## src/rtl/mem_port_arbiter_if.sv

```systemverilog
// mem_port_arbiter_if
//   Bundles the I-cache, D-cache and external-memory sides of the line-memory
//   arbiter so they travel as one port.
//
//   Handshake: a cache raises its request (i_mem_read, d_mem_read or
//   d_mem_write) as a level and holds the address/data stable until it sees
//   its x_mem_ready pulse. The pulse is high for exactly one cycle and
//   completes the transaction. The arbiter holds mem_read/mem_write and
//   mem_addr/mem_wdata stable until memory answers with a one-cycle
//   mem_ready. mem_rdata is only meaningful in the cycle mem_ready is high.
//
//   Modports:
//     slave  - the arbiter's view (requests in, data/ready out)
//     master - the environment's view (caches plus external memory)
//
//   arb_state is a debug view of the arbiter FSM:
//   0 = IDLE, 1 = BUSY_I, 2 = BUSY_D, 3 = DONE.
interface mem_port_arbiter_if #(
    parameter int ADDR_W = 28,
    parameter int DATA_W = 128
);
    logic              i_mem_read;
    logic [ADDR_W-1:0] i_mem_addr;
    logic [DATA_W-1:0] i_mem_rdata;
    logic              i_mem_ready;

    logic              d_mem_read;
    logic              d_mem_write;
    logic [ADDR_W-1:0] d_mem_addr;
    logic [DATA_W-1:0] d_mem_wdata;
    logic [DATA_W-1:0] d_mem_rdata;
    logic              d_mem_ready;

    logic              mem_read;
    logic              mem_write;
    logic [ADDR_W-1:0] mem_addr;
    logic [DATA_W-1:0] mem_wdata;
    logic [DATA_W-1:0] mem_rdata;
    logic              mem_ready;

    logic [1:0]        arb_state;

    modport slave (
        input  i_mem_read, i_mem_addr,
        input  d_mem_read, d_mem_write, d_mem_addr, d_mem_wdata,
        input  mem_rdata, mem_ready,
        output i_mem_rdata, i_mem_ready,
        output d_mem_rdata, d_mem_ready,
        output mem_read, mem_write, mem_addr, mem_wdata,
        output arb_state
    );

    modport master (
        output i_mem_read, i_mem_addr,
        output d_mem_read, d_mem_write, d_mem_addr, d_mem_wdata,
        output mem_rdata, mem_ready,
        input  i_mem_rdata, i_mem_ready,
        input  d_mem_rdata, d_mem_ready,
        input  mem_read, mem_write, mem_addr, mem_wdata,
        input  arb_state
    );
endinterface

```

## src/rtl/mem_port_arbiter.sv

```systemverilog
// mem_port_arbiter
//   Shares one 128-bit line-memory port between the I-cache (read only) and
//   the D-cache (read / write-back). One line transaction is in flight at a
//   time; the granted cache gets its read data and a one-cycle ready pulse.
//
//   Ports:
//     clk    - system clock, rising edge
//     rst_n  - asynchronous active-low reset
//     bus    - mem_port_arbiter_if.slave: cache request/response signals,
//              external memory strobes/data, debug FSM state
//
//   Parameters:
//     ADDR_W       - line address width
//     DATA_W       - line data width
//     D_FIXED_PRIO - 1: D-cache wins ties; 0: round-robin between I and D
//
//   Every output comes straight from a flop.
module mem_port_arbiter #(
    parameter int ADDR_W       = 28,
    parameter int DATA_W       = 128,
    parameter int D_FIXED_PRIO = 1
) (
    input  logic                 clk,
    input  logic                 rst_n,
    mem_port_arbiter_if.slave    bus
);

    typedef enum logic [1:0] {
        IDLE   = 2'd0,
        BUSY_I = 2'd1,
        BUSY_D = 2'd2,
        DONE   = 2'd3
    } state_t;

    state_t            state_q, state_d;
    logic              last_grant_q, last_grant_d;   // 1 = D was granted last
    logic              mem_read_q, mem_read_d;
    logic              mem_write_q, mem_write_d;
    logic [ADDR_W-1:0] mem_addr_q, mem_addr_d;
    logic [DATA_W-1:0] mem_wdata_q, mem_wdata_d;
    logic [DATA_W-1:0] i_rdata_q, i_rdata_d;
    logic [DATA_W-1:0] d_rdata_q, d_rdata_d;
    logic              i_ready_q, i_ready_d;
    logic              d_ready_q, d_ready_d;

    logic d_req, i_req, grant_d, grant_i;

    assign d_req = bus.d_mem_read | bus.d_mem_write;
    assign i_req = bus.i_mem_read;

    // On a tie D wins under fixed priority; under round-robin D wins only if
    // I had the previous grant.
    assign grant_d = d_req & (~i_req | (D_FIXED_PRIO != 0) | ~last_grant_q);
    assign grant_i = i_req & ~grant_d;

    // State and output registers
    always_ff @(posedge clk or negedge rst_n) begin
        if (!rst_n) begin
            state_q      <= IDLE;
            last_grant_q <= 1'b0;
            mem_read_q   <= 1'b0;
            mem_write_q  <= 1'b0;
            mem_addr_q   <= '0;
            mem_wdata_q  <= '0;
            i_rdata_q    <= '0;
            d_rdata_q    <= '0;
            i_ready_q    <= 1'b0;
            d_ready_q    <= 1'b0;
        end else begin
            state_q      <= state_d;
            last_grant_q <= last_grant_d;
            mem_read_q   <= mem_read_d;
            mem_write_q  <= mem_write_d;
            mem_addr_q   <= mem_addr_d;
            mem_wdata_q  <= mem_wdata_d;
            i_rdata_q    <= i_rdata_d;
            d_rdata_q    <= d_rdata_d;
            i_ready_q    <= i_ready_d;
            d_ready_q    <= d_ready_d;
        end
    end

    // Next-state logic. DONE never arbitrates, so a cache that drops its
    // request on seeing ready cannot be re-granted a stale request.
    always_comb begin
        state_d = state_q;
        case (state_q)
            IDLE: begin
                if (grant_d)      state_d = BUSY_D;
                else if (grant_i) state_d = BUSY_I;
            end
            BUSY_I, BUSY_D: begin
                if (bus.mem_ready) state_d = DONE;
            end
            DONE:    state_d = IDLE;
            default: state_d = IDLE;
        endcase
    end

    // Output next values
    always_comb begin
        last_grant_d = last_grant_q;
        mem_read_d   = mem_read_q;
        mem_write_d  = mem_write_q;
        mem_addr_d   = mem_addr_q;
        mem_wdata_d  = mem_wdata_q;
        i_rdata_d    = i_rdata_q;
        d_rdata_d    = d_rdata_q;
        i_ready_d    = 1'b0;
        d_ready_d    = 1'b0;
        case (state_q)
            IDLE: begin
                if (grant_d) begin
                    // Read and write together is a write-back.
                    last_grant_d = 1'b1;
                    mem_addr_d   = bus.d_mem_addr;
                    mem_wdata_d  = bus.d_mem_wdata;
                    mem_write_d  = bus.d_mem_write;
                    mem_read_d   = ~bus.d_mem_write;
                end else if (grant_i) begin
                    last_grant_d = 1'b0;
                    mem_addr_d   = bus.i_mem_addr;
                    mem_write_d  = 1'b0;
                    mem_read_d   = 1'b1;
                end
            end
            BUSY_I: begin
                if (bus.mem_ready) begin
                    mem_read_d  = 1'b0;
                    mem_write_d = 1'b0;
                    i_rdata_d   = bus.mem_rdata;
                    i_ready_d   = 1'b1;
                end
            end
            BUSY_D: begin
                if (bus.mem_ready) begin
                    mem_read_d  = 1'b0;
                    mem_write_d = 1'b0;
                    if (mem_read_q) d_rdata_d = bus.mem_rdata;
                    d_ready_d   = 1'b1;
                end
            end
            default: ;
        endcase
    end

    assign bus.mem_read    = mem_read_q;
    assign bus.mem_write   = mem_write_q;
    assign bus.mem_addr    = mem_addr_q;
    assign bus.mem_wdata   = mem_wdata_q;
    assign bus.i_mem_rdata = i_rdata_q;
    assign bus.i_mem_ready = i_ready_q;
    assign bus.d_mem_rdata = d_rdata_q;
    assign bus.d_mem_ready = d_ready_q;
    assign bus.arb_state   = state_q;

endmodule

```

## src/flat_wrapper.sv

```systemverilog
// flat-port wrapper written by rule: the top's interface ports become plain ports
module mem_port_arbiter_flat 
#(
    parameter int ADDR_W       = 28,
    parameter int DATA_W       = 128,
    parameter int D_FIXED_PRIO = 1
)
  (clk, rst_n, bus_i_mem_read, bus_i_mem_addr, bus_d_mem_read, bus_d_mem_write, bus_d_mem_addr, bus_d_mem_wdata, bus_mem_rdata, bus_mem_ready, bus_i_mem_rdata, bus_i_mem_ready, bus_d_mem_rdata, bus_d_mem_ready, bus_mem_read, bus_mem_write, bus_mem_addr, bus_mem_wdata, bus_arb_state);
  mem_port_arbiter_if #(.ADDR_W(ADDR_W), .DATA_W(DATA_W)) bus_i ();
  input  logic clk;
  input  logic rst_n;
  input wire logic [$bits(bus_i.i_mem_read)-1:0] bus_i_mem_read;
  input wire logic [$bits(bus_i.i_mem_addr)-1:0] bus_i_mem_addr;
  input wire logic [$bits(bus_i.d_mem_read)-1:0] bus_d_mem_read;
  input wire logic [$bits(bus_i.d_mem_write)-1:0] bus_d_mem_write;
  input wire logic [$bits(bus_i.d_mem_addr)-1:0] bus_d_mem_addr;
  input wire logic [$bits(bus_i.d_mem_wdata)-1:0] bus_d_mem_wdata;
  input wire logic [$bits(bus_i.mem_rdata)-1:0] bus_mem_rdata;
  input wire logic [$bits(bus_i.mem_ready)-1:0] bus_mem_ready;
  output wire logic [$bits(bus_i.i_mem_rdata)-1:0] bus_i_mem_rdata;
  output wire logic [$bits(bus_i.i_mem_ready)-1:0] bus_i_mem_ready;
  output wire logic [$bits(bus_i.d_mem_rdata)-1:0] bus_d_mem_rdata;
  output wire logic [$bits(bus_i.d_mem_ready)-1:0] bus_d_mem_ready;
  output wire logic [$bits(bus_i.mem_read)-1:0] bus_mem_read;
  output wire logic [$bits(bus_i.mem_write)-1:0] bus_mem_write;
  output wire logic [$bits(bus_i.mem_addr)-1:0] bus_mem_addr;
  output wire logic [$bits(bus_i.mem_wdata)-1:0] bus_mem_wdata;
  output wire logic [$bits(bus_i.arb_state)-1:0] bus_arb_state;
  assign bus_i.i_mem_read = bus_i_mem_read;
  assign bus_i.i_mem_addr = bus_i_mem_addr;
  assign bus_i.d_mem_read = bus_d_mem_read;
  assign bus_i.d_mem_write = bus_d_mem_write;
  assign bus_i.d_mem_addr = bus_d_mem_addr;
  assign bus_i.d_mem_wdata = bus_d_mem_wdata;
  assign bus_i.mem_rdata = bus_mem_rdata;
  assign bus_i.mem_ready = bus_mem_ready;
  assign bus_i_mem_rdata = bus_i.i_mem_rdata;
  assign bus_i_mem_ready = bus_i.i_mem_ready;
  assign bus_d_mem_rdata = bus_i.d_mem_rdata;
  assign bus_d_mem_ready = bus_i.d_mem_ready;
  assign bus_mem_read = bus_i.mem_read;
  assign bus_mem_write = bus_i.mem_write;
  assign bus_mem_addr = bus_i.mem_addr;
  assign bus_mem_wdata = bus_i.mem_wdata;
  assign bus_arb_state = bus_i.arb_state;
  mem_port_arbiter #(.ADDR_W(ADDR_W), .DATA_W(DATA_W), .D_FIXED_PRIO(D_FIXED_PRIO)) u_core (.clk(clk), .rst_n(rst_n), .bus(bus_i));
endmodule
```

## config.mk

```make
export PLATFORM = sky130hd
export DESIGN_NAME = mem_port_arbiter_flat
export DESIGN_NICKNAME = d
export VERILOG_FILES = /design/src/rtl/mem_port_arbiter_if.sv /design/src/rtl/mem_port_arbiter.sv /design/src/flat_wrapper.sv
export SDC_FILE = /design/constraint.sdc
export NUM_CORES = 1
export LEC_CHECK = 0
export ABC_AREA = 0
export CAP_MARGIN = 20
export CELL_PAD_IN_SITES_DETAIL_PLACEMENT = 2
export CELL_PAD_IN_SITES_GLOBAL_PLACEMENT = 2
export CORE_AREA = 2 2 283 285
export DETAILED_ROUTE_END_ITERATION = 7
export DIE_AREA = 0 0 285 287
export PLACE_DENSITY = 0.71
export SYNTH_ARGS = -nofsm -noshare
export SYNTH_HDL_FRONTEND = slang
export SYNTH_SLANG_ARGS = --single-unit
```

## constraint.sdc

```tcl
create_clock -name clk -period 2.54 [get_ports clk]
set_input_delay 0.381 -clock clk [delete_from_list [all_inputs] [get_ports clk]]
set_output_delay 0.381 -clock clk [all_outputs]
set_load 0.05 [all_outputs]
```

==> out/qor.yml, run 1 <==
floorplan:
  die_area_sq_um: 81800
  num_io_pins: 736
  core_sq_um: 78610
  dieHeight_microns: 287
  initial_utilization: 0.2028
  die_x_microns: 285
  rows: 103
worst_hold_path:
  hold_class: "input pin to flip-flop"
  worstHoldEndpoint: "u_core.bus.mem_wdata[105]$_DFFE_PN0P_"
  hold_start: "bus_d_mem_wdata[105]"
  whs_path_depth: 2
global_route:
  gr-total-overflow: 0
  antenna_found_initial: 5
  grt_busiest_layer: "met2"
  use_met3: 0.04786
  grtUsageTotal: 0.1427
  grtUsageMet1: 0.1465
  grt_use_met2: 0.2676
  grt_max_degree: 71
  grt_pass1_wl_microns: 88460
  grt_pass1_vias: 13220
clocking:
  cts_sinks: 418
  clk_path_buf_depth: 3
  root_buffer: "clkbuf_16"
  cts_tree: "done"
  h-tree-depth: 2
  clkTransAtPathRegs_ns: 0.06
  clock_latency_ns: 0.59
  cts_made_buffers: 50
  cts_resized: 0
sta:
  tightest_slew_ns: 0.7065
  setup_viol: 0
  period_needed_ns: 2.282
  layout_worst_path_cycle_share: 0.8984
  slew_headroom: 0.5290
  setup_tns_ns: 0
  clock_skew_ns: 0.01838
  fmax_ghz: 0.4382
  rsz0062_at_grt: "false"
  drv_slew: 0
  finalHoldViolCount: 0
critical_path:
  critical_path_class: "flip-flop to primary output"
  path_cells: "clkdlybuf4s50_1"
  startpoint_type: "flip-flop"
  worstSetupEndpointType: "primary output"
  r2r_slack_ns: 0.55
  cp_max_fo: 4
  timing.rr.start: "u_core.bus.arb_state[0]$_DFFE_PN0P_"
  worstRegToRegCells: 7
  critical_path.top_delay_family: "buffers and inverters"
  r2r_end: "u_core.bus.d_mem_rdata[29]$_DFFE_PN0P_"
  cp.required_ns: 2.16
  cpPeakStageDelay_ns: 0.91
  cp.arrival_ns: 1.90
  crit_buf_inv: 1
  slowest_stage: "clkdlybuf4s50_1"
route:
  wl_per_cell_microns: 21.24
  wl_microns: 60130
  ant_nets: 0
  via_count: 11260
  drc: 0
  vias_per_cell: 3.979
  firstDrtPassIters: 4
  drtIter0Drc: 250
flow_run:
  maxCapViolCount: 0
final_layout:
  syn2layout_area_growth_pct: 66.48
  fillers: 8069
  drive_above_1_share: 0.2889
  final_net_count: 2059
synthesis:
  synth_area_per_cell_sq_um: 16.54
  synth_cell_types: 22
  syn-num-nets: 1287
  yosysSeqAreaShare: 0.6559
  ys_ff_latch: 418
  yosysWarnings: 0
  syn_area_sq_um: 15950
  synthCells: 964
status:
  status: "completed"
placement:
  io_buffers: 735
  gp_congestion: 0.7986
  place_hpwl_microns: 46080
-- state kept, by name, indices dropped and copies added, names as in the netlist --
name,count
u_core.bus.d_mem_rdata,128
u_core.bus.i_mem_rdata,128
u_core.bus.mem_wdata,128
u_core.bus.mem_addr,28
u_core.bus.arb_state,2
u_core.bus.d_mem_ready,1
u_core.bus.i_mem_ready,1
u_core.bus.mem_read,1
u_core.bus.mem_write,1
-- layout make-up --
| type | count | area (sq um) | share of cell area |
|---|---|---|---|
| Sequential cell | 418 | 10460 | 0.3940 |
| Antenna cell | 5 | 12.51 | 0.0004713 |
| Timing Repair Buffer | 771 | 7885 | 0.2970 |
| Clock inverter | 25 | 377.9 | 0.01423 |
| Clock buffer | 67 | 1405 | 0.05293 |
| Tap cell | 1050 | 1314 | 0.04949 |
| Multi-Input combinational cell | 492 | 5082 | 0.1914 |
| Inverter | 3 | 11.26 | 0.0004242 |
-- worst max path at each step --
stage | slack (ns) | cells past startpoint | startpoint | end
finish | 0.26 | 1 | u_core.bus.arb_state[0]$_DFFE_PN0P_ | bus_arb_state[0]
global route | 0.16 | 1 | u_core.bus.arb_state[0]$_DFFE_PN0P_ | bus_arb_state[0]
CTS | 0.19 | 1 | u_core.bus.arb_state[0]$_DFFE_PN0P_ | bus_arb_state[0]
detailed placement | 0.28 | 4 | bus_d_mem_read | u_core.bus.mem_wdata[21]$_DFFE_PN0P_
global placement | 0.33 | 4 | bus_d_mem_read | u_core.bus.mem_wdata[30]$_DFFE_PN0P_
floorplan | 0.49 | 7 | u_core.bus.arb_state[0]$_DFFE_PN0P_ | u_core.bus.d_mem_rdata[107]$_DFFE_PN0P_
-- synth_stat cells (all sizes together) --
master	number	area [sq um]
nand2	29	108.9
o31ai	1	7.510
mux2	386	4347
clkbuf	2	8.750
ha	5	62.56
dfrtp	418	10460
nor3	1	5.000
or3b	1	8.760
mux2i	30	300.3
o21ai	30	150.1
a21oi	1	5.000
and2b	1	7.510
nor2	4	15.01
inv	3	11.26
and2	2	13.77
nor4b	1	8.760
buf	49	426.7
-- cells in the final DEF, fill, tap and decap left out, drive strengths merged --
master / instances
and2b: 1
buf: 36
nor2: 4
and2: 2
bufinv: 8
dlygate4sd3: 1
clkdlybuf4s50: 734
diode: 5
clkinv: 12
ha: 5
inv: 8
a21oi: 1
clkbuf: 67
o31ai: 1
nor3: 1
mux2i: 30
o21ai: 30
dfrtp: 418
mux2: 386
nor4b: 1
or3b: 1
nand2: 29
-- per-stage QoR --
step	cell area, sq um	util	cells	hold WS (ns)	setup slack [ns]
3_3_place_gp	24740	0.3147	2733	0.4360	0.3318
3_5_place_dp	24740	0.3147	2733	0.4448	0.2808
4_1_cts	26540	0.3375	2826	0.3466	0.1853
2_1_floorplan	15950	-	964	0.08541	0.4856
5_1_grt	26550	0.3377	2831	0.3648	0.1635
6_report	26550	0.3377	2831	0.3979	0.2581
-- cell families (layout without fill, tap and decap cells) --
kind of cell | after synthesis | in the layout | share of synthesized area
DFF | 418 | 418 | 0.6559
muxes | 416 | 416 | 0.2914
buffers and inverters | 54 | 866 | 0.02801
and+or+nand+nor | 39 | 39 | 0.01051
AOI/OAI and AO/OA | 32 | 32 | 0.01020
adders and majority gates | 5 | 5 | 0.003923
other | 0 | 5 | 0
-- what timing repair did --
action,in CTS,in global routing
hold buffers,1,0
setup buffers,0,0
endpoints found under the hold margin,55,0
-- routing by layer --
metal / vias up / share of wire
li1: 4951 / -
met2: 434 / 0.54
met4: 0 / 0.031
met3: 90 / 0.080
met1: 5789 / 0.35
met5: - / 0
Power of run 1 is left out: the tool's default activity adds up to more than one toggle a clock period on the data nets, which glitch-free logic cannot reach.
==> inputs of run 2 (changes only) <==
--- a/config.mk
+++ b/config.mk
@@ -13,6 +13,8 @@
 export DETAILED_ROUTE_END_ITERATION = 7
 export DIE_AREA = 0 0 285 287
 export PLACE_DENSITY = 0.71
+export SLEW_MARGIN = 40
 export SYNTH_ARGS = -nofsm -noshare
 export SYNTH_HDL_FRONTEND = slang
 export SYNTH_SLANG_ARGS = --single-unit
+export TNS_END_PERCENT = 50
==> constraint.sdc (replaced) <==
create_clock -name clk -period 2.84 [get_ports clk]
set_input_delay 0.426 -clock clk [delete_from_list [all_inputs] [get_ports clk]]
set_output_delay 0.426 -clock clk [all_outputs]
set_load 0.05 [all_outputs]
==> out/qor.yml, run 2 (synthesized netlist as in run 1, its figures left out) <==
placement:
  gp_congestion: 0.8258  # was 0.7986
  io_buffers: 735  # unchanged
  place_hpwl_microns: 45340  # was 46080 microns
clocking:
  clkTransAtPathRegs_ns: 0.06  # about the same
  cts_tree: "done"  # unchanged
  cts_made_buffers: 50  # unchanged
  cts_sinks: 418  # unchanged
  clk_path_buf_depth: 3  # unchanged
  clock_latency_ns: 0.58  # was 0.59 ns
  h-tree-depth: 2  # unchanged
  cts_resized: 0  # unchanged
  root_buffer: "clkbuf_16"  # unchanged
final_layout:
  final_cell_mix: "734 x clkdlybuf4s50_1, 418 x dfrtp_1, 386 x mux2_2"  # unchanged
  fillers: 8118  # was 8069
  syn2layout_area_growth_pct: 65.04  # was 66.48%
  final_net_count: 2050  # was 2059
  drive_above_1_share: 0.2814  # was 0.2889
  layout_commonest_cell: "clkdlybuf4s50_1"  # unchanged
critical_path:
  cp.required_ns: 2.41  # was 2.16 ns
  critical_path.top_delay_family: "buffers and inverters"  # unchanged
  critical_path_class: "flip-flop to primary output"  # unchanged
  startpoint_type: "flip-flop"  # unchanged
  cpPeakStageDelay_ns: 0.96  # was 0.91 ns
  worstSetupEndpointType: "primary output"  # unchanged
  cp_max_fo: 2  # was 4
  crit_buf_inv: 1  # unchanged
  slowest_stage: "clkdlybuf4s50_1"  # unchanged
  path_cells: "clkdlybuf4s50_1"  # unchanged
  cp.arrival_ns: 1.90  # about the same
sta:
  slew_headroom: 0.5082  # was 0.5290
  drv_slew: 0  # unchanged
  setup_viol: 0  # unchanged
  period_needed_ns: 2.330
  finalHoldViolCount: 0  # unchanged
  fmax_ghz: 0.4293
  tightest_slew_ns: 0.7377  # was 0.7065 ns
  setup_tns_ns: 0  # unchanged
  layout_worst_path_cycle_share: 0.8203
  rsz0062_at_grt: "false"  # unchanged
  clock_skew_ns: 0.01856  # was 0.01838 ns
global_route:
  antenna_found_initial: 4  # was 5
  grt_pass1_wl_microns: 87460  # was 88460 microns
  grtUsageTotal: 0.1408  # was 0.1427
  gr-total-overflow: 0  # unchanged
  grt_max_degree: 74  # was 71
  grt_pass1_vias: 13140  # was 13220
route:
  ant_nets: 0  # unchanged
  drtIter0Drc: 233  # was 250
  routedLengthMet1_microns: 20900  # was 20760 microns
  wl_microns: 59430  # was 60130 microns
  dr_wl_met3_microns: 5186  # was 4820 microns
  vias_per_cell: 3.965  # was 3.979
  dr_wl_met2_microns: 31550  # was 32660 microns
  top_layer_used: "met5"  # was met4
  firstDrtPassIters: 4  # unchanged
  via_count: 11180  # was 11260
  wl_per_cell_microns: 21.08  # was 21.24 microns
  drc: 0  # unchanged
floorplan:
  die_area_sq_um: 81800  # unchanged
  rows: 103  # unchanged
  die_x_microns: 285  # unchanged
  dieHeight_microns: 287  # unchanged
  num_io_pins: 736  # unchanged
  initial_utilization: 0.2028  # unchanged
  core_sq_um: 78610  # unchanged
worst_hold_path:
  hold_class: "input pin to flip-flop"  # unchanged
status:
  status: "completed"  # unchanged
flow_run:
  maxCapViolCount: 0  # unchanged
## run 2: cell types whose count changed in the layout (fill, tap and decap cells not counted), moves of 3 or more
cell       delta
buf_12        -4
buf_4         -5
bufinv_16     -3
clkbuf_1      +6
clkbuf_8      -3
clkinv_2      -3
## run 2: worst paths after layout
kind,from,endpoint,slack (ns),cells after the start
min reg2reg,u_core.bus.mem_addr[27]$_DFFE_PN0P_,u_core.bus.mem_addr[27]$_DFFE_PN0P_,0.48,2
max in group asynchronous,rst_n,u_core.bus.mem_wdata[42]$_DFFE_PN0P_,1.55,3
min in group asynchronous,rst_n,u_core.bus.d_mem_rdata[94]$_DFFE_PN0P_,0.47,2
max,u_core.bus.mem_wdata[35]$_DFFE_PN0P_,bus_mem_wdata[35],0.51,1
max reg2reg,u_core.bus.arb_state[0]$_DFFE_PN0P_,u_core.bus.d_mem_rdata[61]$_DFFE_PN0P_,0.75,6
min,bus_d_mem_wdata[42],u_core.bus.mem_wdata[42]$_DFFE_PN0P_,0.45,2
## run 2: routing by layer
metal / vias up / global-route usage
met3: 92 / 0.05270
met5: - / 0
li1: 4917 / -
met4: 2 / 0.04686
met1: 5737 / 0.1467
met2: 430 / 0.2595
## run 2: what timing repair did
action                     CTS  global route
hold endpoints to repair    59             0
setup endpoints to repair    0             0
setup buffers                0             0
hold buffers                 1             0
## run 2: stage by stage
stage                     setup slack [ns]  std cells  utilization  instance area, sq um  hold slack (ns)
final                               0.5104       2819       0.3348                 26320           0.4509
after global routing                0.4022       2819       0.3348                 26320           0.4243
after CTS                           0.4210       2816       0.3347                 26310           0.4048
after detailed placement            0.4299       2724       0.3132                 24620           0.4812
after global placement              0.5192       2724       0.3132                 24620           0.4625
after floorplan                     0.7856        964            -                 15950           0.1304
## run 2: area by class of cell
cell class,count,area (sq um),area share
inverter,3,11.26,0.0004279
multi-input combinational,492,5082,0.1931
clock inverter,20,264.0,0.01003
timing repair buffer,762,7767,0.2951
tap,1050,1314,0.04992
antenna,3,7.507,0.0002853
sequential,418,10460,0.3975
clock buffer,71,1411,0.05363
Power of run 2 is left out for the same reason.
